`src/rtl/exec_unit.sv`:
```
// exec_unit
//   Single-issue functional unit fed by a reservation-station queue.
//   Executes either a one-cycle negate or a 32-step shift-and-add square.
//   The result is then held, and the common data bus is requested until an
//   arbiter grants the broadcast.
//
// Ports
//   clk        in   1   clock; all state changes on the rising edge
//   RST        in   1   synchronous active-high reset
//   require    in   1   queue head is valid and ready to issue
//   opIn       in   1   0 = negate, 1 = square
//   dataIn     in  32   operand, sampled on the accept edge only
//   labelIn    in   4   ID label, returned with the result
//   requireAC  out  1   unit can accept this cycle (combinational from BCgrant)
//   BCreq      out  1   held result valid, requesting the CDB
//   BClabel    out  4   label of the held result
//   BCdata     out 32   held result value
//   BCgrant    in   1   CDB grant; consumes the result when BCreq is high
//   busy       out  1   unit is not idle
module exec_unit (
  input  logic        clk,
  input  logic        RST,
  input  logic        require,
  input  logic        opIn,
  input  logic [31:0] dataIn,
  input  logic [3:0]  labelIn,
  output logic        requireAC,
  output logic        BCreq,
  output logic [3:0]  BClabel,
  output logic [31:0] BCdata,
  input  logic        BCgrant,
  output logic        busy
);

  typedef enum logic [1:0] {
    IDLE = 2'd0,
    MUL  = 2'd1,
    DONE = 2'd2
  } state_t;

  state_t      state_reg, state_next;
  logic [31:0] m_reg, m_next;       // multiplicand, shifted left each step
  logic [31:0] q_reg, q_next;       // multiplier, shifted right each step
  logic [31:0] p_reg, p_next;       // partial product
  logic [4:0]  cnt_reg, cnt_next;   // step counter, 0..31
  logic [3:0]  label_reg, label_next;
  logic [31:0] data_reg, data_next;

  logic        acc;
  logic [31:0] p_step;

  // Accepting is also allowed in DONE when the held result is being granted
  // at this very edge, so a new op can load without an idle bubble.
  assign requireAC = (state_reg == IDLE) || ((state_reg == DONE) && BCgrant);
  assign acc       = require && requireAC;
  assign BCreq     = (state_reg == DONE);
  assign busy      = (state_reg != IDLE);
  assign BClabel   = label_reg;
  assign BCdata    = data_reg;

  assign p_step    = q_reg[0] ? (p_reg + m_reg) : p_reg;

  always_comb begin
    state_next = state_reg;
    m_next     = m_reg;
    q_next     = q_reg;
    p_next     = p_reg;
    cnt_next   = cnt_reg;
    label_next = label_reg;
    data_next  = data_reg;

    case (state_reg)
      MUL: begin
        p_next   = p_step;
        m_next   = m_reg << 1;
        q_next   = q_reg >> 1;
        cnt_next = cnt_reg + 5'd1;
        // Last step: the final partial product becomes the result.
        if (cnt_reg == 5'd31) begin
          data_next  = p_step;
          state_next = DONE;
        end
      end
      DONE: begin
        if (BCgrant) begin
          state_next = IDLE;
        end
      end
      default: begin
        state_next = state_reg;
      end
    endcase

    // A new op overrides whatever IDLE/DONE decided above; acc can only be
    // true in IDLE or in a granted DONE.
    if (acc) begin
      label_next = labelIn;
      if (!opIn) begin
        data_next  = 32'd0 - dataIn;
        state_next = DONE;
      end else begin
        m_next     = dataIn;
        q_next     = dataIn;
        p_next     = 32'd0;
        cnt_next   = 5'd0;
        state_next = MUL;
      end
    end
  end

  always_ff @(posedge clk) begin
    if (RST) begin
      state_reg <= IDLE;
      m_reg     <= 32'd0;
      q_reg     <= 32'd0;
      p_reg     <= 32'd0;
      cnt_reg   <= 5'd0;
      label_reg <= 4'd0;
      data_reg  <= 32'd0;
    end else begin
      state_reg <= state_next;
      m_reg     <= m_next;
      q_reg     <= q_next;
      p_reg     <= p_next;
      cnt_reg   <= cnt_next;
      label_reg <= label_next;
      data_reg  <= data_next;
    end
  end

endmodule

```
`config.mk`:
```
export PLATFORM = sky130hd
export DESIGN_NAME = exec_unit
export DESIGN_NICKNAME = d
export VERILOG_FILES = /design/src/rtl/exec_unit.sv
export SDC_FILE = /design/constraint.sdc
export NUM_CORES = 1
export LEC_CHECK = 0
export CAP_MARGIN = 30
export CORE_UTILIZATION = 45
export DETAILED_ROUTE_END_ITERATION = 8
export PLACE_DENSITY = 0.65
export SYNTH_ARGS = -nofsm -noshare
export SYNTH_HDL_FRONTEND = slang
export SYNTH_SLANG_ARGS = --single-unit
export TNS_END_PERCENT = 20
```
`constraint.sdc`:
```
create_clock -name clk -period 3.8 [get_ports clk]
set_clock_uncertainty 0.05 [all_clocks]
set_input_delay 0.38 -clock clk [delete_from_list [all_inputs] [get_ports clk]]
set_output_delay 0.38 -clock clk [all_outputs]
set_load 0.01 [all_outputs]
```
### Word level (Yosys, flattened, before mapping)

Cells that the tools add are included.

* register bits after elaboration: 139
* logic and storage cells: 44

* add/subtract/negate cells: 3
* eq/ne operators: 5
* multiplexer cells: 22
* reduce and logical (&&, ||, !) cells: 7

Operator list (count)
* 2-to-1 mux 32 bit: 14
* adder 32 bit: 1
* subtractor 1 x 32 -> 32 bit, first input constant: 1
* 2-to-1 mux 5 bit: 3
* 2-to-1 mux 2 bit: 4
* adder 5 x 1 -> 5 bit, second input constant: 1
* equality test 5 bit, second input constant: 1
* one-hot mux 2 bit (2 select lines): 1
* != test 3 x 1 -> 1 bit, second input constant: 1
* != test 3 bit, second input constant: 1
* AND reduction 3 bit: 1
* nonzero test 3 bit: 1
* equality test 2 x 1 -> 1 bit, second input constant: 1
* equality test 2 bit, second input constant: 1
* logical AND 1 bit: 2
* zero test 2 bit: 1
* nonzero test 2 bit: 1
* logical OR 1 bit: 1

### Logic depth before layout (Yosys ltp)

Gate-level depths: netlist of the first run.

* depth in word-level cells: 6
* gate-level depth with buffers: 11

### Worst setup path after synthesis of the first run

Ideal clock, no wire load.

* path type: reg-to-reg
* start point: register m_reg[0]
* end point: register data_reg[28], in the netlist BCdata[28]
* setup time: 0.119 ns
* arrival time: 2.635 ns
* data required time: 3.631 ns
* setup slack: 0.996 ns
* cell stages (with the launch flop): 11
* path buffers: 0
* cell sequence: dfxtp_1 -> ha_1 -> fa_1 -> a21o_1 -> a221oi_2 -> o31a_1 -> a31oi_1 -> a211oi_1 -> o21ai_0 -> xor2_1 -> o221a_1

* cells in the longest elaborated chain, start to end: 6

Ends and longest elaborated chain
* from (decl): RTL line 42 `logic [31:0] m_reg, m_next;`
* from (signal assigned): RTL line 122 `m_reg <= m_next;`
* adder 32 bit (*): RTL line 61 `assign p_step = q_reg[0] ? (p_reg + m_reg) : p_reg;`
* 2-to-1 mux 32 bit (*): RTL line 61
* 2-to-1 mux 32 bit (*): RTL line 79 `if (cnt_reg == 5'd31) begin`
* 2-to-1 mux 32 bit (*): RTL line 72 `case (state_reg)`
* 2-to-1 mux 32 bit: RTL line 98 `if (!opIn) begin`
* 2-to-1 mux 32 bit (*): RTL line 96 `if (acc) begin`
* to (signal assigned): RTL line 127 `data_reg <= data_next;`
* to (decl): RTL line 47 `logic [31:0] data_reg, data_next;`

Every way passes the cells marked *; elsewhere a longest branch is shown, timed or not.
A chain may end at the register's enable or synchronous reset.

### Final worst setup path of the first run

Ends and elaborated chain as after synthesis.

==> results of run 1 <==
## cell usage after synthesis (3+ instances only)
master,count
xnor2_1,36
nor2_1,78
clkbuf_1,61
ha_1,34
nand2_1,204
xor2_1,24
o211ai_1,6
nor4_1,6
o21ai_0,30
and3_1,7
o21bai_1,35
nor3_1,24
mux2i_1,19
a21boi_0,3
a22o_1,3
a21o_1,17
nand4_1,10
dfxtp_1,139
a31oi_1,66
a21oi_1,89
nand3_1,8
o21a_1,5
nor3_2,4
a221oi_1,5
nand3b_1,3
nor2b_1,5
inv_1,13
buf_1,4
o22ai_1,9
a211oi_1,25
nand2b_1,9
## layout make-up
class                   count  area [sq um]  share of cell area
multi-input cells         803          4883              0.5111
flip-flops and latches    139          2783              0.2912
repair buffers             94         910.9             0.09533
clock buffers              18         429.2             0.04491
well taps                 225         281.5             0.02946
clock inverters            14         219.0             0.02291
inverters                  13         48.80            0.005107
## cells by family after synthesis
family,after synthesis,share of synthesized area
AO/OA/AOI/OAI,311,0.2505
XOR/XNOR,60,0.06617
adder cells (fa/ha/maj),35,0.05609
buffers and inverters,79,0.03750
flip-flops,139,0.3504
multiplexers,19,0.02395
AND/OR/NAND/NOR,378,0.2154
## critical path, delay by kind of cell (launching register included)
| kind | cells | cell delay [ns] |
|---|---|---|
| flip-flops | 1 | 0.33 |
| XOR/XNOR | 1 | 0.18 |
| AO/OA/AOI/OAI | 7 | 2.08 |
| adder cells (fa/ha/maj) | 2 | 0.63 |
## per-layer routing
layer | wire length, um | vias to the layer above
met2 | 10380 | 250
met1 | 11310 | 3551
met3 | 1634 | 31
met5 | 0 | -
li1 | - | 3732
met4 | 382 | 0
## worst paths after layout
check / from / end / slack [ns] / depth (start not counted)
setup / recovery: m_reg[0] / BCdata[28] / 0.44 / 10
hold / removal: RST / BCdata[24] / 0.37 / 2
setup reg to reg: m_reg[0] / BCdata[28] / 0.44 / 10
hold reg to reg: cnt_reg[4] / cnt_reg[4] / 0.41 / 2
## through the flow
step	worst slack [ns]	util
after floorplan	0.9960	-
after global placement	0.5822	0.5168
after detailed placement	0.5327	0.5168
after CTS	0.5007	0.5544
after global routing	0.3564	0.5544
final	0.4398	0.5544
## where the power goes
group | switching (uW) | internal [uW] | leakage [uW]
sequential | 69.7 | 1550 | 0.00114
combinational | 348 | 247 | 0.00202
clock | 682 | 1170 | 0.000311
total | 1100 | 2960 | 0.00347
## cell usage in the layout, fill, tap and decap left out, types with 4 or more instances in the layout
cell,instances
a211oi_1,25
a21o_1,17
a21oi_1,89
a221oi_1,5
a31oi_1,66
and3_1,7
buf_4,14
bufinv_16,5
clkbuf_16,17
clkdlybuf4s50_1,78
dfxtp_1,139
ha_1,34
inv_1,13
mux2i_1,19
nand2_1,203
nand2b_1,8
nand3_1,8
nand4_1,10
nor2_1,77
nor3_1,24
nor3_2,4
nor4_1,6
o211ai_1,6
o21a_1,5
o21ai_0,30
o21bai_1,35
o22ai_1,9
xnor2_1,36
xor2_1,24
==> metrics.md, run 1 <==
| Metric | Value |
|---|---|
| Post-synth EDFFs | 0 |
| Crit Path Category | flop to flop |
| Worst hold slack | 0.3714 ns |
| Crit-path cells | ha_1, fa_1, a21o_1, a221oi_2, o31a_1, a31oi_1, a211oi_1, o21ai_0, xor2_1, o221a_1 |
| # setup viols final | 0 |
| Syn nets | 1097 |
| Final WL | 23.70 mm |
| Slew headroom | 0.3437 |
| Final period utilization | 0.8843 |
| ANT nets after route | 0 |
| Die ar. | 0.01818 sq mm |
| Required @ worst endpoint | 4.07 ns |
| Rows | 48 |
| Die X | 134.8 um |
| TritonCTS buffer count | 17 |
| Crit path DAT | 3.63 ns |
| YS warnings | 0 |
| Top cell type's share of synthesized area | 0.3504 |
| Max cap viols | 0 |
| GR Util met2 | 0.4086 |
| Tightest Pin Transition | 0.9820 ns |
| Synth cell types | 61 |
| Max clock buf depth | 2 |
| Synth Area per Inst | 7.778 sq um |
| Clock transition at path regs | 0.06 ns |
| P&R area growth vs syn | 20.32% |
| GR peak layer | met2 |
| Largest cells by area after synthesis | dfxtp_1 (35%), nand2_1 (9.6%), a21oi_1 (5.6%) |
| Startpoint Class | flop |
| Synth async-reset ratio | 0 |
| Die height | 134.8 um |
| Cell accounting for the most synthesized area | dfxtp_1 |
| Pre-antenna DRT Iters | 5 |
| Filler instances | 1635 |
| Pin count of the biggest net entering global routing | 71 |
| N_diodes | 0 |
| Vias | 7564 |
| Final Max Slew Viols | 0 |
| Root Buffer Master | clkbuf_16 |
| Max VDD drop | 0.0003942 V |
| GPL Wtd Cong | 0.8844 |
| DPL Wire Length | 16.29 mm |
| First-pass GRT wire length | 37.83 mm |
| Pwr Total | 4063 uW |
| Core area | 0.01724 sq mm |
| Crit. End Element | flop |
| Placed Instances | 1274 |
| Post-CTS Setup Inserts | 0 |
| Nets | 1144 |
| Clk_lat worst skew | 0.43 ns |
| Post-Layout Cell Count | 1306 |
| TritonCTS Sinks | 139 |
| Share of cells above drive strength 1 | 0.06660 |
| CP peak stage delay | 0.53 ns |
| Initial antenna violation count | 0 |
| Outcome | finished clean |
| Fin Setup TNS | 0 ns |
| GRT Util Overall | 0.2689 |
| Hold-fix buffer count after cts | 0 |
| GRT met3 Usage | 0.05443 |
| Pwr dens | 425.2 mW/mm^2 |
| Hold WC Path Type | input pin to flop |
| RSZ-0062 raised after global routing | false |
| Critical-path top delay cell | a211oi_1 |
| Iter 0 DRT Violations | 547 |
| Cell area after layout | 0.009555 sq mm |
| Total gr overflow | 0 |
| WL per Instance | 18.15 um |
| Fmax | 0.2976 GHz |
| GR Util met1 | 0.3793 |
| IO Pins | 80 |
| Register area share after synthesis | 0.3504 |
| Drt drc | 0 |
| Final min period | 3.360 ns |
| Post_cts resized | 0 |
| H-tree depth | 4 |
| # port buffers | 79 |
| Routed vias/inst | 5.792 |
| CTS tree | built |
| Cells after Synth | 1021 |
| Synthesized flop and latch total | 139 |
| Pleak | 0.003465 uW |
| Synthesized cell area | 0.007941 sq mm |
| Placement Cell Area | 0.008907 sq mm |
| Synth Flop Type | dfxtp_1 |
| Vias in the first global route | 7006 |
| Worst Path Max Fanout | 4 |
| Fin. Hold Viols | 0 |
| Initial Util | 0.4607 |
(Power assumes the default switching activity.)
==> inputs of run 2 (changes only) <==
- CORE_UTILIZATION: 45 -> 42
- PLACE_DENSITY: 0.65 -> not set
==> run 2 against run 1 <==
Effect of this change: combinational power rose by 0.8%; wire length rose by 0.90%; sequential power barely moved; cell count rose by 0.31%; hold slack improved by 0.016 ns; worst setup slack improved by 0.085 ns; largest cell class unchanged; critical path depth did not move; total power fell by 1.9%; clock power fell by 4%; critical endpoint unchanged; maximum frequency rose by 2.6%; die area rose by 7.0%; critical path type unchanged; sequential share of layout area barely moved.
==> metrics.md, run 2 (synthesis results as in run 1) <==
| Metric | Value |
|---|---|
| N_diodes | 0 (unchanged) |
| Crit. End Element | flop |
| Area occupied by multi-input gates | 0.004883 sq mm (unchanged) |
| Post-CTS Setup Inserts | 0 (unchanged) |
| Post_cts resized | 0 (unchanged) |
| Most frequent cells in the layout | nand2_1 (203), dfxtp_1 (139), a21oi_1 (89) |
| Max cap viols | 0 (unchanged) |
| GRT Util Overall | 0.2522 (-0.01667) |
| Pre-antenna DRT Iters | 5 (unchanged) |
| GR peak layer | met2 |
| Routed vias/inst | 5.746 (-0.79%) |
| P&R area growth vs syn | 20.17% |
| Iter 0 DRT Violations | 614 (+12%) |
| Crit Path Category | flop to flop |
| TritonCTS Sinks | 139 (unchanged) |
| RSZ-0062 raised after global routing | false |
| WL per Instance | 18.26 um (+0.59%) |
| Share of cells above drive strength 1 | 0.06660 (unchanged) |
| ANT nets after route | 0 (unchanged) |
| Drt drc | 0 (unchanged) |
| Required @ worst endpoint | 4.06 ns (about the same) |
| IO Pins | 80 (unchanged) |
| Vias in the first global route | 7161 (+2.2%) |
| Post-Layout Cell Count | 1310 (+0.31%) |
| Rows | 49 (+2.1%) |
| Crit path DAT | 3.54 ns (-0.09 ns) |
| Sequential cell area | 0.002783 sq mm (unchanged) |
| Fin. Hold Viols | 0 (unchanged) |
| Clock transition at path regs | 0.06 ns (about the same) |
| Final min period | 3.275 ns (-0.08469 ns) |
| Pleak | 0.003457 uW (-0.22%) |
| Startpoint Class | flop |
| Final period utilization | 0.8620 (-0.02229) |
| Max VDD drop | 0.0002665 V (-32%) |
| Root Buffer Master | clkbuf_16 |
| Cell area after layout | 0.009543 sq mm (-0.13%) |
| Hold-fix buffer count after cts | 0 (unchanged) |
| Filler instances | 1793 (+9.7%) |
| Final Max Slew Viols | 0 (unchanged) |
| Pwr dens | 417.6 mW/mm^2 (-1.8%) |
| GR Util met1 | 0.3588 (-0.02050) |
| Fin Setup TNS | 0 ns (unchanged) |
| TritonCTS buffer count | 17 (unchanged) |
| Fmax | 0.3053 GHz (+2.6%) |
| Placement Cell Area | 0.008900 sq mm (about the same) |
| Clk_lat worst skew | 0.43 ns (about the same) |
| Max clock buf depth | 2 (unchanged) |
| Initial antenna violation count | 0 (unchanged) |
| Commonest non-fill, non-tap cell in the layout | nand2_1 |
| Die ar. | 0.01946 sq mm (+7.0%) |
| Worst Path Max Fanout | 4 (unchanged) |
| Initial Util | 0.4347 (-0.02606) |
| Nets | 1145 (+0.087%) |
| GR Util met2 | 0.3949 (-0.01378) |
| Core area | 0.01827 sq mm (+6.0%) |
| H-tree depth | 4 (unchanged) |
| Tightest Pin Transition | 1.007 ns (+0.02546 ns) |
| Placed Instances | 1278 (+0.31%) |
| DPL Wire Length | 16.58 mm (+1.8%) |
| Vias | 7527 (-0.49%) |
| # port buffers | 79 (unchanged) |
| CTS tree | built |
| Outcome | finished clean |
| GPL Wtd Cong | 0.8832 (-0.14%) |
| Hold WC Path Type | input pin to flop |
| Final WL | 23.92 mm (+0.90%) |
| Pin count of the biggest net entering global routing | 98 (+38%) |
| Slew headroom | 0.3267 (-0.01702) |
| First-pass GRT wire length | 38.57 mm (+2.0%) |
| Die height | 139.5 um (+3.5%) |
| Total gr overflow | 0 (unchanged) |
| Worst hold slack | 0.3878 ns (+0.01640 ns) |
| GRT met3 Usage | 0.03889 (-0.01554) |
| Die X | 139.5 um (+3.5%) |
| # setup viols final | 0 (unchanged) |
[run 2: changes by cell type in the layout (fill, tap and decap cells not counted), sizes merged]
| cell | delta |
|---|---|
| clkinv | +1 |
| bufinv | -1 |
| buf | +1 |
| inv | -2 |
| clkbuf | +1 |
[run 2: critical path, stage by stage, from the launching register on]
cell and delay, ns:
dfxtp_1 0.32, ha_1 0.23, fa_1 0.41, a21o_1 0.20, a221oi_2 0.36, o31a_1 0.29
a31oi_1 0.21, a211oi_1 0.46, o21ai_0 0.17, xor2_1 0.18, o221a_1 0.27
[run 2: final timing paths]
| check | startpoint | end | slack (ns) | cells past startpoint |
|---|---|---|---|---|
| worst min-delay path | RST | BCdata[13] | 0.39 | 2 |
| worst max-delay path | m_reg[0] | BCdata[28] | 0.52 | 10 |
| worst max register to register | m_reg[0] | BCdata[28] | 0.52 | 10 |
| worst min register to register | cnt_reg[4] | cnt_reg[4] | 0.41 | 2 |
[run 2: cell type report]
type | count | area share
multi-input combinational | 803 | 0.5117
inverter | 13 | 0.005113
timing repair buffer | 95 | 0.09702
sequential | 139 | 0.2916
tap | 229 | 0.03002
clock buffer | 19 | 0.04641
clock inverter | 12 | 0.01809
[run 2: power breakdown]
group          internal, uW  switching [uW]
combinational           249             350
sequential             1550            69.7
clock                  1110             659
[run 2: stage by stage]
step / utilization / total power, uW / worst slack (ns)
after global placement: 0.4871 / 2238 / 0.6107
after global routing: 0.5223 / 4131 / 0.3144
after floorplan: - / 2002 / 0.9960
after CTS: 0.5208 / 3997 / 0.5623
final: 0.5223 / 3985 / 0.5245
after detailed placement: 0.4871 / 2237 / 0.5930
[run 2: routing by layer]
metal | vias to the layer above | routed length [um] | share of wire
met1 | 3541 | 11820 | 0.49
met2 | 222 | 10500 | 0.44
met4 | 0 | 282 | 0.012
met5 | - | 0 | 0
met3 | 24 | 1312 | 0.055
li1 | 3740 | - | -
==> inputs of run 3 (changes only) <==
- DONT_BUFFER_PORTS: not set -> 1
- clock period: 3.8 -> 3.45 ns (I/O delays scaled with it)
==> run 3 against run 2 <==
Effect of this change: sequential cell count unchanged; hold slack got worse by 0.37 ns; largest power group unchanged; critical endpoint unchanged; die area unchanged; total power increased by 4.1%; cell area decreased by 8.1%; highest routed layer unchanged; sequential share of layout area increased by 2.6 points; combinational power decreased by 13%; first-iteration DRC count decreased by 7.5%; register-to-register slack got worse by 0.26 ns; via count decreased by 3.2%; sequential power increased by 11%; cell count decreased by 5.6%.
==> metrics.md, run 3 (synthesis results as in run 1) <==
| Metric | Value |
|---|---|
| Drt drc | 0 (unchanged) |
| Fraction of power consumed by the clock network | 0.441 (-0.003) |
| Crit path DAT | 3.45 ns (-0.09 ns) |
| GR Util met2 | 0.3917 (-0.003174) |
| ANT nets after route | 0 (unchanged) |
| IO Pins | 80 (unchanged) |
| CTS tree | built |
| Comb pwr share | 0.125 (-0.025) |
| Routed vias/inst | 5.897 (+2.6%) |
| RSZ-0062 raised after global routing | false |
| GPL Wtd Cong | 0.9147 (+3.6%) |
| Clock transition at path regs | 0.06 ns (about the same) |
| Initial Util | 0.4347 (unchanged) |
| Initial antenna violation count | 0 (unchanged) |
| Fmax | 0.3138 GHz (+2.8%) |
| Final min period | 3.187 ns (-0.08843 ns) |
| Max clock buf depth | 2 (unchanged) |
| H-tree depth | 4 (unchanged) |
| Final Max Slew Viols | 0 (unchanged) |
| Nets | 1070 (-6.6%) |
| GRT met3 Usage | 0.05127 (+0.01239) |
| Slew headroom | 0.3954 (+0.06873) |
| First-pass GRT wire length | 38.25 mm (-0.84%) |
| Vias | 7289 (-3.2%) |
| Share of cells above drive strength 1 | 0.07349 (+0.006881) |
| Final WL | 23.63 mm (-1.2%) |
| Seq pwr share | 0.434 (+0.028) |
| Crit Path Category | flop to flop |
| Fin Setup TNS | 0 ns (unchanged) |
| Post-CTS Setup Inserts | 0 (unchanged) |
| DPL Wire Length | 16.20 mm (-2.3%) |
| Place WS | 0.3126 ns (-0.2804 ns) |
| Iter 0 DRT Violations | 568 (-7.5%) |
| Sw Ratio | 0.2762 (+0.005349) |
| Worst Path Max Fanout | 4 (unchanged) |
| Clk_lat worst skew | 0.43 ns (about the same) |
| Root Buffer Master | clkbuf_16 |
| WL per Instance | 19.12 um (+4.7%) |
| Crit. End Element | flop |
| TritonCTS buffer count | 17 (unchanged) |
| Pleak | 0.003162 uW (-8.6%) |
| Rows | 49 (unchanged) |
| Pre-antenna DRT Iters | 5 (unchanged) |
| Worst setup margin | 0.2630 ns (-0.2616 ns) |
| Vias in the first global route | 6946 (-3.0%) |
| Worst hold slack | 0.01328 ns (-0.3745 ns) |
| Max cap viols | 0 (unchanged) |
| GR Util met1 | 0.3497 (-0.009054) |
| Fin. Hold Viols | 0 (unchanged) |
| Startpoint Class | flop |
| Pwr dens | 473.2 mW/mm^2 (+13%) |
| Commonest non-fill, non-tap cell in the layout | nand2_1 |
| Utilization after layout | 0.4798 (-0.04253) |
| Pin count of the biggest net entering global routing | 74 (-24%) |
| Switching power | 1146 uW (+6.1%) |
| Die X | 139.5 um (unchanged) |
| Outcome | finished clean |
| Die height | 139.5 um (unchanged) |
| # port buffers | 0 (-100%) |
| GRT Util Overall | 0.2510 (-0.001283) |
| Final period utilization | 0.9238 (+0.06181) |
| TritonCTS Sinks | 139 (unchanged) |
| Required @ worst endpoint | 3.72 ns (-0.34 ns) |
| Die ar. | 0.01946 sq mm (unchanged) |
| Core area | 0.01827 sq mm (unchanged) |
| Int Power | 3002 uW (+3.3%) |
| Tightest Pin Transition | 0.9035 ns (-0.1040 ns) |
| N_diodes | 0 (unchanged) |
| Total gr overflow | 0 (unchanged) |
| Max VDD drop | 0.0003425 V (+29%) |
| Hold WC Path Type | input pin to flop |
| P&R area growth vs syn | 10.38% |
| GR peak layer | met2 |
| # setup viols final | 0 (unchanged) |
| Most frequent cells in the layout | nand2_1 (203), dfxtp_1 (139), a21oi_1 (89) |
==> run 3: worst paths after layout <==
| path | cells past startpoint | startpoint | slack (ns) | to |
|---|---|---|---|---|
| min reg2reg | 2 | cnt_reg[4] | 0.42 | cnt_reg[4] |
| max reg2reg | 10 | m_reg[0] | 0.26 | BCdata[28] |
| min | 2 | dataIn[0] | 0.01 | BCdata[0] |
| max | 10 | m_reg[0] | 0.26 | BCdata[28] |
==> run 3: routing by layer <==
metal | wire length (um) | vias to the layer above
li1 | - | 3597
met1 | 11220 | 3438
met2 | 10470 | 226
met3 | 1583 | 28
met4 | 363 | 0
met5 | 0 | -
==> run 3: critical path, cell delays in order, from the launching register on <==
cell,delay (ns)
dfxtp_1,0.32
ha_1,0.23
fa_1,0.41
a21o_1,0.20
a221oi_2,0.34
o31a_1,0.28
a31oi_1,0.16
a211oi_1,0.45
o21ai_0,0.18
xor2_1,0.19
o221a_1,0.27
==> run 3: power groups by stage <==
stage / Combinational, uW / Sequential [uW] / Clock (uW)
CTS: 515 / 1800 / 1850
finish: 519 / 1800 / 1830
floorplan: 404 / 1800 / 0
detailed placement: 503 / 1830 / 0
global placement: 496 / 1830 / 0
global route: 577 / 1810 / 1920
==> run 3: final cells by class <==
| cell class | count | area, sq um |
|---|---|---|
| repair buffers | 20 | 182.7 |
| multi-input cells | 803 | 4883 |
| well taps | 229 | 286.5 |
| clock buffers | 22 | 464.2 |
| clock inverters | 10 | 117.6 |
| flip-flops and latches | 139 | 2783 |
| inverters | 13 | 48.80 |
| fillers | 1797 | 9504 |
==> run 3: stage by stage <==
stage / cell area (sq um) / std cells / power, uW
final: 8766 / 1236 / 4148
after global routing: 8766 / 1236 / 4310
after CTS: 8766 / 1236 / 4164
after detailed placement: 8164 / 1203 / 2336
after global placement: 8137 / 1202 / 2329
after floorplan: 7941 / 1021 / 2206
==> run 3: timing repair <==
item                                   CTS  global route
endpoints found under the hold margin   25             0
resized for setup                        0             0
hold buffers                             1             0
